<file path="src/rtl/cubrt_pkg.sv">
// Constants and state encoding shared by the cube-root stage, the BCD
// converter and the seven-segment display driver.
package cubrt_pkg;

  localparam int ROOT_W     = 27;
  localparam int BCD_DIGITS = 9;
  localparam int ROOT_FRAC  = 5;

  typedef enum logic {
    IDLE = 1'b0,
    CONV = 1'b1
  } conv_state_e;

endpackage

</file>
<file path="src/rtl/bcd_digit_adj.sv">
// Double-dabble digit correction: a BCD digit of 5 or more gets +3 so that
// the following left shift carries correctly into the next decimal digit.
module bcd_digit_adj (
  input  logic [3:0] digit_i,
  output logic [3:0] digit_o
);

  assign digit_o = (digit_i >= 4'd5) ? digit_i + 4'd3 : digit_i;

endmodule

</file>
<file path="src/rtl/cubrt_bcd_conv.sv">
// Sequential binary-to-BCD converter for the cube-root result: shift-add-3,
// one bit per clock, with leading-zero blanking above the units digit.
module cubrt_bcd_conv
  import cubrt_pkg::*;
#(
  parameter int N    = ROOT_W,
  parameter int D    = BCD_DIGITS,
  parameter int FRAC = ROOT_FRAC
) (
  input  logic           clk,
  input  logic           rst,
  input  logic           st,
  input  logic [N-1:0]   BIN,
  output logic [4*D-1:0] BCD,
  output logic [D-1:0]   SHOW,
  output logic           ok,
  output logic           busy
);

  localparam int CW = $clog2(N + 1);
  localparam logic [D-1:0] SHOW_RST = {{(D-FRAC-1){1'b0}}, {(FRAC+1){1'b1}}};

  conv_state_e    state_q, state_d;
  logic [N-1:0]   sr_q, sr_d;
  logic [4*D-1:0] acc_q, acc_d;
  logic [CW-1:0]  cnt_q, cnt_d;
  logic [4*D-1:0] bcd_q, bcd_d;
  logic [D-1:0]   show_q, show_d;
  logic           ok_q, ok_d;
  logic           busy_q, busy_d;

  logic [4*D-1:0] acc_adj;
  logic [4*D-1:0] acc_shift;
  logic [N-1:0]   sr_shift;
  logic [D-1:0]   show_next;
  logic           seen;

  for (genvar g = 0; g < D; g++) begin : g_adj
    bcd_digit_adj u_adj (
      .digit_i (acc_q[4*g +: 4]),
      .digit_o (acc_adj[4*g +: 4])
    );
  end

  assign acc_shift = {acc_adj[4*D-2:0], sr_q[N-1]};
  assign sr_shift  = {sr_q[N-2:0], 1'b0};

  // Blanking scans from the most significant digit down; once a nonzero
  // digit is seen every lower digit is shown, and the units/fraction always.
  always_comb begin
    seen      = 1'b0;
    show_next = '0;
    for (int i = D - 1; i >= 0; i--) begin
      seen         = seen | (acc_shift[4*i +: 4] != 4'd0);
      show_next[i] = seen | (i <= FRAC);
    end
  end

  always_comb begin
    // NOTE: every next-state signal gets a default first so no path through
    // the case statement leaves one unassigned and infers a latch.
    state_d = state_q;
    sr_d    = sr_q;
    acc_d   = acc_q;
    cnt_d   = cnt_q;
    bcd_d   = bcd_q;
    show_d  = show_q;
    ok_d    = 1'b0;
    busy_d  = busy_q;

    case (state_q)
      IDLE: begin
        if (st) begin
          sr_d    = BIN;
          acc_d   = '0;
          cnt_d   = CW'(N);
          busy_d  = 1'b1;
          state_d = CONV;
        end
      end
      CONV: begin
        if (cnt_q == CW'(1)) begin
          bcd_d  = acc_shift;
          show_d = show_next;
          ok_d   = 1'b1;
        end
        // A start wins over both shifting and completion: the run restarts,
        // while a completing run has still published its result above.
        if (st) begin
          sr_d   = BIN;
          acc_d  = '0;
          cnt_d  = CW'(N);
          busy_d = 1'b1;
        end else if (cnt_q == CW'(1)) begin
          sr_d    = sr_shift;
          acc_d   = acc_shift;
          cnt_d   = '0;
          busy_d  = 1'b0;
          state_d = IDLE;
        end else begin
          sr_d  = sr_shift;
          acc_d = acc_shift;
          cnt_d = cnt_q - CW'(1);
        end
      end
      default: state_d = IDLE;
    endcase
  end

  // NOTE: state registers use non-blocking assignments so every flop samples
  // the pre-edge values regardless of evaluation order.
  always_ff @(posedge clk or posedge rst) begin
    if (rst) begin
      state_q <= IDLE;
      sr_q    <= '0;
      acc_q   <= '0;
      cnt_q   <= '0;
      bcd_q   <= '0;
      show_q  <= SHOW_RST;
      ok_q    <= 1'b0;
      busy_q  <= 1'b0;
    end else begin
      state_q <= state_d;
      sr_q    <= sr_d;
      acc_q   <= acc_d;
      cnt_q   <= cnt_d;
      bcd_q   <= bcd_d;
      show_q  <= show_d;
      ok_q    <= ok_d;
      busy_q  <= busy_d;
    end
  end

  assign BCD  = bcd_q;
  assign SHOW = show_q;
  assign ok   = ok_q;
  assign busy = busy_q;

endmodule

</file>
<file path="config.mk">
export PLATFORM = sky130hd
export DESIGN_NAME = cubrt_bcd_conv
export DESIGN_NICKNAME = d
export VERILOG_FILES = /design/src/rtl/cubrt_pkg.sv /design/src/rtl/bcd_digit_adj.sv /design/src/rtl/cubrt_bcd_conv.sv
export SDC_FILE = /design/constraint.sdc
export NUM_CORES = 1
export LEC_CHECK = 0
export CAP_MARGIN = 10
export CELL_PAD_IN_SITES_DETAIL_PLACEMENT = 1
export CELL_PAD_IN_SITES_GLOBAL_PLACEMENT = 1
export CORE_MARGIN = 4
export CORE_UTILIZATION = 40
export CTS_BUF_LIST = sky130_fd_sc_hd__clkbuf_4
export DETAILED_ROUTE_END_ITERATION = 10
export PLACE_DENSITY_LB_ADDON = 0.12
export SYNTH_ARGS = -nofsm -noshare
export SYNTH_HDL_FRONTEND = slang
export SYNTH_SLANG_ARGS = --single-unit
</file>
<file path="constraint.sdc">
create_clock -name clk -period 6.68 [get_ports clk]
set_clock_uncertainty 0.05 [all_clocks]
set_input_delay 1.002 -clock clk [delete_from_list [all_inputs] [get_ports clk]]
set_output_delay 1.002 -clock clk [all_outputs]
set_load 0.1 [all_outputs]
</file>
==> results of run 1 <==
## through the flow
stage	cells	setup WS (ns)	hold WS [ns]	utilization (%)
2_1_floorplan	565	2.73	0.410	-
3_3_place_gp	781	3.80	0.409	47.1
5_1_grt	797	3.55	0.467	48.0
4_1_cts	797	3.56	0.448	48.0
3_5_place_dp	781	3.79	0.411	47.1
6_report	797	3.62	0.443	48.0
## tightest hold or removal path, stage by stage (launching register included)
cell,delay (ns)
dfrtp_1,0.37
nand2_1,0.05
nand2_1,0.05
## cells by family (layout without fill, tap and decap cells)
| kind of cell | Yosys count | in the layout | share of synthesized area (%) |
|---|---|---|---|
| AND/OR/NAND/NOR | 185 | 185 | 15.5 |
| other | 1 | 6 | 0.0687 |
| adder cells (fa/ha/maj) | 20 | 20 | 4.59 |
| multiplexers | 55 | 55 | 10.1 |
| buffers and inverters | 57 | 113 | 4.59 |
| flip-flops | 110 | 110 | 50.5 |
| XOR/XNOR | 10 | 10 | 1.61 |
| AO/OA/AOI/OAI | 122 | 122 | 13.1 |
## metal layers
| layer | GRT usage (%) | share of wire [%] |
|---|---|---|
| met5 | 0 | 0 |
| met4 | 5.80 | 1.8 |
| met3 | 2.74 | 3.3 |
| met2 | 26.1 | 48 |
| met1 | 19.8 | 46 |
## flip-flops by register name, indices dropped and copies added (netlist names)
signal / flops
state_q: 1
SHOW: 3
acc_q: 36
cnt_q: 5
ok: 1
sr_q: 27
busy: 1
BCD: 36
## where the power goes
group          internal [uW]  total, uW  switching, uW
logic                   36.3       97.5           61.1
registers                685        698           13.2
clock network           96.7        305            208
## cell type report
| class | instances | area (um^2) | share of cell area (%) |
|---|---|---|---|
| sequential | 110 | 2760 | 43.2 |
| tap | 176 | 220 | 3.45 |
| timing repair buffer | 74 | 726 | 11.4 |
| multi-input combinational | 398 | 2470 | 38.8 |
| inverter | 23 | 88.8 | 1.39 |
| clock inverter | 2 | 8.76 | 0.137 |
| clock buffer | 14 | 105 | 1.65 |
## worst min path at each step
stage / end / depth (start not counted) / slack [ns]
floorplan: BCD[0]$_DFFE_PP0P_ / 2 / 0.41
CTS: BCD[9]$_DFFE_PP0P_ / 2 / 0.45
finish: BCD[9]$_DFFE_PP0P_ / 2 / 0.44
global placement: BCD[14]$_DFFE_PP0P_ / 2 / 0.41
global route: BCD[9]$_DFFE_PP0P_ / 2 / 0.47
detailed placement: BCD[9]$_DFFE_PP0P_ / 2 / 0.41
## cell usage in the layout (no fill, tap or decap), types with 14 or more instances in the layout
| cell | Yosys | final |
|---|---|---|
| o21ai_0 | 47 | 47 |
| dfrtp_1 | 110 | 109 |
| nor3b_1 | 17 | 17 |
| clkbuf_4 | 0 | 14 |
| ha_1 | 20 | 20 |
| clkdlybuf4s50_1 | 0 | 69 |
| nor2_1 | 29 | 29 |
| nand2_1 | 104 | 104 |
| o21ai_1 | 19 | 19 |
| inv_1 | 22 | 21 |
| a21oi_1 | 30 | 30 |
| mux2i_1 | 55 | 55 |
==> flow_summary_export.csv, run 1 <==
group,metric,value,unit
run_status,status,"complete, no violations",
grt,grt.total_usage,15.5,%
setup_path,crit_slowest_cell,"clkdlybuf4s50_1",
finish,fin_nets,666,
place,place_area,6260,um^2
setup_path,critical-path-max-stage-delay,1.14,ns
grt,antenna_found_initial,0,
floorplanning,die_w,125,um
yosys,synth.largest_area_cell,"dfrtp_1",
yosys,yosys_warnings,0,
setup_path,critPathLaunch,"BCD[16]$_DFFE_PP0P_",
yosys,syn-cell-area,5460,um^2
finish,final_area,6380,um^2
hold_path,hold_class,"reg2reg",
clocking,postCtsSetupBuffers,0,
clocking,clkTransAtPathRegs,0.15,ns
route,drc,0,
route,drtPass1Iterations,4,
timing,hold_violations,0,
pwr,total_power,1100,uW
setup_path,path_cells,"clkdlybuf4s50_1",
yosys,yosysTopAreaCellShare,50.5,%
route,drt_iter0_drc,162,
setup_path,r2r_setup_slack,4.22,ns
floorplanning,die_h,125,um
clocking,cts_buffers,9,
timing,fin_setup_tns,0,ns
setup_path,crit_required,5.63,ns
hold_path,hold_start,"BCD[9]$_DFFE_PP0P_",
clocking,h-tree-depth,3,
finish,diodes,0,
floorplanning,std_cell_rows,42,
setup_path,worstRegToRegCells,3,
finish,fill_cells,1520,
setup_path,cp-end-kind,"output pin",
timing,maxSlewViolCount,0,
yosys,synthMostInstantiatedCell,"dfrtp_1",
pwr,p_per_area,173,nW/um^2
route,via_per_inst,5.07,
timing,worst_pin_slew,0.978,ns
yosys,synthTopCellsByCount,"dfrtp_1, nand2_1, mux2i_1",
setup_path,path_buf_inv,1,
grt,grt.overflow.total,0,
setup_path,setup.worst_path.start_class,"register",
yosys,syn_inst,560,
timing,setup_viol,0,
setup_path,arrival,2.01,ns
setup_path,cpLargestDelayFamily,"buffers and inverters",
clocking,cts_hold_buf,0,
clocking,clk_latency,0.47,ns
yosys,synth_async_sr_flop_share,100,%
timing,period_share,45.9,%
yosys,synth.yosys.seq_area_share,50.5,%
clocking,cts_sinks,110,
setup_path,critical_path.max_fanout,2,
clocking,cts-resized-gates,0,
route,drtAntennaViolNets,0,
finish,syn_to_final_growth,16.9,%
yosys,synthFlopType,"dfrtp_1",
yosys,avgSynthCellArea,9.74,um^2
finish,drive_gt1_share,5.80,%
yosys,synth-edff-count,0,
setup_path,r2r_start,"state_q$_DFF_PP0_",
route,vias,4039,
pwr,leakage,0.00312,uW
floorplanning,start_util,41.0,%
yosys,ys_top_cells_by_area,"dfrtp_1, mux2i_1, nand2_1",
pwr,ir_drop,74.2,uV
clocking,cts.path.max_buffers,2,
grt,grt_pass1_wl,20100,um
place,gp_congestion,0.816,
yosys,synth_cell_types,35,
yosys,ys_seq_elements,110,
setup_path,cp-endpoint,"BCD[16]",
grt,grt_max_degree,98,
setup_path,path_class,"reg2out",
floorplanning,io_pins,77,
flow_run,drv_cap,0,
route,drt-total-wl,11800,um
clocking,cts_tree,"done",
grt,grt_pass1_vias,4203,
timing,timing.fmax,326,MHz
floorplanning,dieArea,15600,um^2
timing,rsz0062_at_grt,"no",
setup_path,r2r_end,"cnt_q[3]$_DFFE_PP0P_",
setup_path,cp.depth,1,
place,hpwl,8120,um
clocking,cts_root_buf,"clkbuf_4",
floorplanning,core-area,13300,um^2
timing,layout_min_cycle_time,3.06,ns
route,routedWlPerCell,14.9,um
timing,maxSlewHeadroom,34.6,%
place,port_buffers,70,
No activity file was read; power rests on OpenSTA's default activity.
==> run 2, diff against run 1 <==
- clock period: 6.68 -> 2.5 ns (I/O delays scaled with it)
==> flow_summary_export.csv, run 2 (synthesis results as in run 1) <==
group,metric,value,unit
setup_path,arrival,2.30,ns
route,routedWlPerCell,14.5,um
route,vias,4011,
finish,drive_gt1_share,13.0,%
place,place_ws,0.488,ns
timing,maxSlewHeadroom,65.4,%
route,drt_iter0_drc,232,
place,place_area,6240,um^2
run_status,status,"complete, no violations",
flow_run,drv_cap,0,
floorplanning,start_util,41.0,%
clocking,cts_root_buf,"clkbuf_4",
grt,grt_pass1_vias,4306,
finish,fin_nets,671,
setup_path,critPathLaunch,"cnt_q[1]$_DFFE_PP0P_",
grt,grt_pass1_wl,20500,um
setup_path,cp-end-kind,"register",
hold_path,hold_class,"in2async",
timing,rsz0062_at_grt,"no",
floorplanning,dieArea,15600,um^2
setup_path,crit_required,2.80,ns
timing,maxSlewViolCount,0,
floorplanning,std_cell_rows,42,
place,port_buffers,70,
timing,timing.fmax,499,MHz
grt,grt.total_usage,15.7,%
floorplanning,die_w,125,um
setup_path,setup.worst_path.start_class,"register",
pwr,ir_drop,251,uV
clocking,cts_tree,"done",
route,drtAntennaViolNets,0,
grt,grt.overflow.total,0,
pwr,leakage,0.00323,uW
clocking,cts-resized-gates,0,
clocking,postCtsSetupBuffers,0,
timing,worst_pin_slew,0.519,ns
setup_path,path_class,"reg2reg",
place,hpwl,8230,um
clocking,h-tree-depth,3,
setup_path,r2r_start,"cnt_q[1]$_DFFE_PP0P_",
finish,final_area,6350,um^2
clocking,clkTransAtPathRegs,0.16,ns
route,drt-total-wl,11700,um
clocking,cts_sinks,110,
finish,syn_to_final_growth,16.4,%
timing,setup_viol,0,
timing,hold_violations,0,
grt,grt_max_degree,83,
finish,layout_common_cells,"dfrtp_1, nand2_1, mux2i_1, o21ai_0, buf_4",
grt,antenna_found_initial,1,
route,via_per_inst,5.00,
clocking,cts_buffers,9,
timing,period_share,80.1,%
timing,fin_ws,0.498,ns
setup_path,critical_path.max_fanout,18,
floorplanning,core-area,13300,um^2
timing,layout_min_cycle_time,2.00,ns
clocking,cts_hold_buf,0,
finish,layout_commonest_cell,"dfrtp_1",
route,drc,0,
pwr,p_per_area,461,nW/um^2
clocking,clk_latency,0.46,ns
floorplanning,die_h,125,um
floorplanning,io_pins,77,
route,drtPass1Iterations,4,
place,gp_congestion,0.758,
timing,fin_setup_tns,0,ns
finish,utilization,47.7,%
timing,hold_ws,0.222,ns
clocking,cts.path.max_buffers,2,
## run 2: layout make-up
cell class / count / area (um^2)
Inverter: 23 / 90.1
Sequential cell: 110 / 2760
Multi-Input combinational cell: 398 / 2470
Clock buffer: 13 / 97.6
Timing Repair Buffer: 79 / 698
Clock inverter: 2 / 11.3
Tap cell: 176 / 220
Fill cell: 1521 / 6950
Antenna cell: 1 / 2.50
## run 2: worst max-delay path, stage by stage (launching register included)
cell and delay, ns:
dfrtp_1 0.43, inv_1 0.09, ha_1 0.16, nor2b_2 0.23, nand3_2 0.32, a211oi_2 0.33
and3_1 0.20, a31oi_1 0.09
## run 2: path summary, 6_finish.rpt
kind,cells after the start,end,slack [ns]
setup / recovery,7,SHOW[6]$_DFFE_PP0P_,0.50
hold / removal,2,sr_q[14]$_DFFE_PP0P_,0.22
setup reg to reg,7,SHOW[6]$_DFFE_PP0P_,0.50
hold reg to reg,2,BCD[26]$_DFFE_PP0P_,0.45
max in group asynchronous,3,BCD[6]$_DFFE_PP0P_,1.53
min in group clk,3,sr_q[9]$_DFFE_PP0P_,0.26
## run 2: report_power, final
part           total (uW)  switching (uW)  internal [uW]
logic                 269             164            105
registers            1870            35.7           1830
clock network         789             546            243
total                2920             746           2180
## run 2: layer usage
layer  vias to the layer above  track usage, %  share of wire [%]  routed length [um]
li1                       2000               -                  -                   -
met1                      1941            20.4                 47                5540
met2                        62            26.5                 48                5590
met3                         8            2.66                3.1                 361
met4                         0            5.61                1.5                 170
met5                         -               0                  0                   0
## run 2: metrics by stage
| stage | std cells | power [uW] |
|---|---|---|
| final | 802 | 2920 |
| after global routing | 802 | 3090 |
| after CTS | 801 | 2990 |
| after detailed placement | 786 | 2180 |
| after global placement | 786 | 2170 |
| after floorplan | 565 | 2080 |
==> variant 1, RTL diff (flow settings as in run 2) <==
`BCD_DIGITS`: 9 -> 8.
--- a/src/rtl/cubrt_pkg.sv
+++ b/src/rtl/cubrt_pkg.sv
@@ -3,7 +3,7 @@
 package cubrt_pkg;
 
   localparam int ROOT_W     = 27;
-  localparam int BCD_DIGITS = 9;
+  localparam int BCD_DIGITS = 8;
   localparam int ROOT_FRAC  = 5;
 
   typedef enum logic {
Ports: changed (resized BCD and SHOW); port bits go from 77 to 72. The function was not compared with the original's and may differ.
==> variant 1 against run 2 <==
  * Area after synthesis decreased by 8.9%
  * Clock power increased by 19%
  * Sequential power decreased by 8%
  * Total power increased by 0.72%
  * Sequential cell count decreased by 9
  * Worst setup slack got worse by 0.019 ns
  * First-iteration DRC count decreased by 44%
  * Wire length decreased by 7.3%
  * Cell area decreased by 7.9%
  * Count of clock-buffer cells in the layout decreased by 4
  * Via count decreased by 7.4%
  * Synthesized cell count decreased by 9.1%
==> variant 1: results (changes against run 2) <==
metric;value;unit;change
total inserted antenna cells;0;;was 1
Critical Path Start;acc_q[24];;was cnt_q[1]
Yosys warnings;0;;unchanged
vias in the first global route;3854;;was 4306
# H-tree levels;3;;unchanged
Slew @ Worst Pin;0.5983;ns;was 0.5190 ns
DRT iter0 DRCs;130;;was 232
port bufs;65;;was 70
LEAKAGE;2.983;nW;was 3.226 nW
initial antenna violation count;0;;was 1
dpl cells;726;;was 786
status;finished clean;;unchanged
sequential share of the synthesized area;50.84;%;was 50.46%
top cells by area, synth;dfrtp_1 (51%), mux2i_1 (10%), nand2_1 (7.2%);;was dfrtp_1 (50%), mux2i_1 (10%), nand2_1 (7.2%)
Worst-Skew Late Latency;0.45;ns;
Peak VDD IR;0.2413;mV;was 0.2512 mV
synth cell count leaders;dfrtp_1 (101), nand2_1 (95), o21ai_0 (61), mux2i_1 (52), a21oi_1 (29);;was dfrtp_1 (110), nand2_1 (104), mux2i_1 (55), o21ai_0 (47), a21oi_1 (30)
Avg Vias per Cell;5.004;;was 5.001
Final GP Congestion;0.7706;;was 0.7584
first-pass GRT wire length;18.47;mm;was 20.49 mm
post-detail-place hpwl;7.819;mm;was 8.229 mm
synth unique cells;34;;was 35
Clock Path Buffers;2;;unchanged
Nets;617;;was 671
TritonCTS Buffers;9;;unchanged
Post-CTS Setup Bufs;0;;unchanged
critical path fanouts, max;5;;was 18
GRT Total Usage;15.91;%;was 15.75%
routed len/inst;14.57;µm;was 14.54 µm
ratio of cells with drive above 1 in the final layout;12.72;%;was 12.96%
Max-Cap Viols;0;;unchanged
Vias;3713;;was 4011
R2R setup slack;0.48;ns;was 0.50 ns
largest net degree at the start of global routing;63;;was 83
post-synthesis cell count;509;;was 560
[variant 1: changes by cell type after synthesis, sizes merged, moves of 3 or more]
cell | before | now
a211oi | 11 | 8
a21oi | 36 | 31
buf | 16 | 20
clkbuf | 18 | 11
dfrtp | 110 | 101
mux2i | 55 | 52
nand2 | 104 | 96
nand3 | 11 | 8
nor2 | 29 | 26
o21ai | 68 | 62
[variant 1: worst min path at each step]
stage | endpoint | slack (ns)
finish | acc_q[21] | 0.18
global route | acc_q[21] | 0.16
CTS | acc_q[21] | 0.14
detailed placement | BCD[0] | 0.41
global placement | BCD[19] | 0.41
floorplan | BCD[0] | 0.41
[variant 1: kinds of logic (layout without fill, tap and decap cells)]
kind of cell | count (synthesis) | after routing | synth area share, %
other cells | 1 | 6 | 0.07544
flops | 101 | 101 | 50.84
compound gates | 108 | 108 | 12.18
fa+ha+maj | 18 | 18 | 4.531
buf+inv | 52 | 112 | 4.883
simple gates | 169 | 169 | 15.61
mux | 52 | 52 | 10.47
xor+xnor | 8 | 8 | 1.410
[variant 1: layout make-up]
type                    instances  area, µm²
multi-input cells             361       2220
clock inverters                 7      90.09
repair buffers                 75      643.1
clock buffers                   9      67.56
fillers                      1397       6267
inverters                      21      82.58
well taps                     168      210.2
flip-flops and latches        101       2531
[variant 1: critical path, stage by stage, from the launching register on]
cell	delay (ns)
dfrtp_1	0.47
inv_1	0.14
ha_1	0.28
nand2b_1	0.12
nor3b_1	0.15
a21oi_1	0.25
and3_1	0.30
a41oi_2	0.13
[variant 1: report_power, final]
group / total [W] / internal (W) / switching [W]
clock: 0.000942 / 0.000401 / 0.000541
sequential: 0.00172 / 0.00169 / 0.0000388
combinational: 0.000278 / 0.000104 / 0.000174
total: 0.00295 / 0.00219 / 0.000754
[variant 1: layer usage]
metal / share of wire, % / track usage, %
met4: 2.1 / 6.514
met5: 0 / 0
met2: 48 / 25.92
met1: 46 / 20.70
met3: 3.6 / 3.276
[variant 1: metrics by stage]
| stage | worst slack, ns | util (%) | power [W] | instance area, µm² |
|---|---|---|---|---|
| final | 0.4788 | 48.25 | 0.002945 | 5844 |
| after floorplan | 0.8552 | - | 0.001942 | 4994 |
| after global routing | 0.3048 | 48.25 | 0.003101 | 5844 |
| after CTS | 0.4735 | 48.25 | 0.003001 | 5844 |
| after global placement | 0.5781 | 46.95 | 0.002030 | 5687 |
| after detailed placement | 0.5055 | 46.95 | 0.002042 | 5687 |
==> variant 2, RTL diff (flow settings as in run 2) <==
Without the edit above. `sr_q` no longer has a reset.
--- a/src/rtl/cubrt_bcd_conv.sv
+++ b/src/rtl/cubrt_bcd_conv.sv
@@ -112,7 +112,6 @@
   always_ff @(posedge clk or posedge rst) begin
     if (rst) begin
       state_q <= IDLE;
-      sr_q    <= '0;
       acc_q   <= '0;
       cnt_q   <= '0;
       bcd_q   <= '0;
@@ -121,7 +120,6 @@
       busy_q  <= 1'b0;
     end else begin
       state_q <= state_d;
-      sr_q    <= sr_d;
       acc_q   <= acc_d;
       cnt_q   <= cnt_d;
       bcd_q   <= bcd_d;
@@ -131,6 +129,10 @@
     end
   end
 
+  always_ff @(posedge clk) begin
+    sr_q <= sr_d;
+  end
+
   assign BCD  = bcd_q;
   assign SHOW = show_q;
   assign ok   = ok_q;
Formal check against the unedited RTL: same outputs for any inputs over 10 cycles, from zero or initial values and one cycle with rst high; that may be too few to reach the edited logic, so the function may still have changed.
==> variant 2 against run 2 <==
  * Worst setup slack lost 0.084 ns
  * Critical path depth stayed put
  * Largest cell class unchanged
  * Cell count down 7.7%
  * Maximum frequency fell by 4.0%
  * Critical endpoint is now SHOW[7]
  * Total power is 2.4% higher
  * Highest routed layer unchanged
  * Combinational power is 4% lower
  * Wire length fell by 3.6%
  * Die area fell by 1.5%
  * Area after synthesis is 1.7% lower
  * Sequential share of layout area increased by 3.0 points
  * Cell area is 1.9% lower
  * Via count shrank 6.9%
  * Sequential cell count is the same
==> variant 2: results (changes against run 2) <==
metric;value;unit;change
critical path fanouts, max;5;;was 18
Int Pwr;0.002263;W;was 0.002178 W
clock-cell share of area;1.769;%;was 1.715%
post-layout util;47.19;%;was 47.74%
Critical Path Start;acc_q[28];;was cnt_q[1]
sequential share of cell area;46.41;%;was 43.43%
Hold Slack;0.2630;ns;was 0.2222 ns
drt first pass iters;5;;was 4
final WL;11.25;mm;was 11.66 mm
combinational fraction of design power;8.6;%;was 9.2%
synth cell count leaders;dfrtp_1 (83), nand2_1 (51), o21ai_0 (46), a21oi_1 (38), mux2_2 (32);;was dfrtp_1 (110), nand2_1 (104), mux2i_1 (55), o21ai_0 (47), a21oi_1 (30)
DRT iter0 DRCs;160;;was 232
largest net degree at the start of global routing;84;;was 83
multi-input gate area in the final layout;2258;µm²;was 2471 µm²
Power, Total;0.002996;W;was 0.002924 W
NonClk Buf Share;10.45;%;was 11.00%
first-pass GRT wire length;19.30;mm;was 20.49 mm
Worst-Skew Late Latency;0.49;ns;was 0.46 ns
ratio of cells with drive above 1 in the final layout;18.47;%;was 12.96%
status;finished clean;;unchanged
DP Worst Slack;0.4170;ns;was 0.4881 ns
comb_multi_in;337;;was 398
synth unique cells;39;;was 35
vias in the first global route;4052;;was 4306
Syn Area/Cell;10.86;µm²;was 9.741 µm²
max incr delay on CP;0.46;ns;was 0.43 ns
CP arrival;2.42;ns;was 2.30 ns
Peak VDD IR;0.2640;mV;was 0.2512 mV
Synth async-reset ratio;75.45;%;was 100.0%
==> variant 2: cell count changes after synthesis, sizes merged, moves of 3 or more <==
| cell | run 2 | this run |
|---|---|---|
| o21ai | 68 | 48 |
| mux2i | 55 | 25 |
| nand3 | 11 | 8 |
| mux2 | 0 | 32 |
| nand2b | 11 | 17 |
| edfxtp | 0 | 27 |
| a21oi | 36 | 39 |
| clkbuf | 18 | 13 |
| nor2 | 29 | 25 |
| dfrtp | 110 | 83 |
| nand2 | 104 | 51 |
==> variant 2: metal layers <==
layer / vias to the layer above / wire length [µm] / global-route usage [%]
met3: 11 / 571 / 3.678
met1: 1834 / 5083 / 20.18
met4: 0 / 191 / 7.128
li1: 1826 / - / -
met5: - / 0 / 0
met2: 65 / 5401 / 26.06
==> variant 2: cells by family after synthesis <==
group                      share of synthesized area, %
xor gates and xnor gates                          1.632
and+or+nand+nor                                   13.13
DFF                                               53.82
muxes                                             11.38
buffers and inverters                             4.478
AOI/OAI and AO/OA                                 10.82
other                                           0.06990
adders and majority gates                         4.664
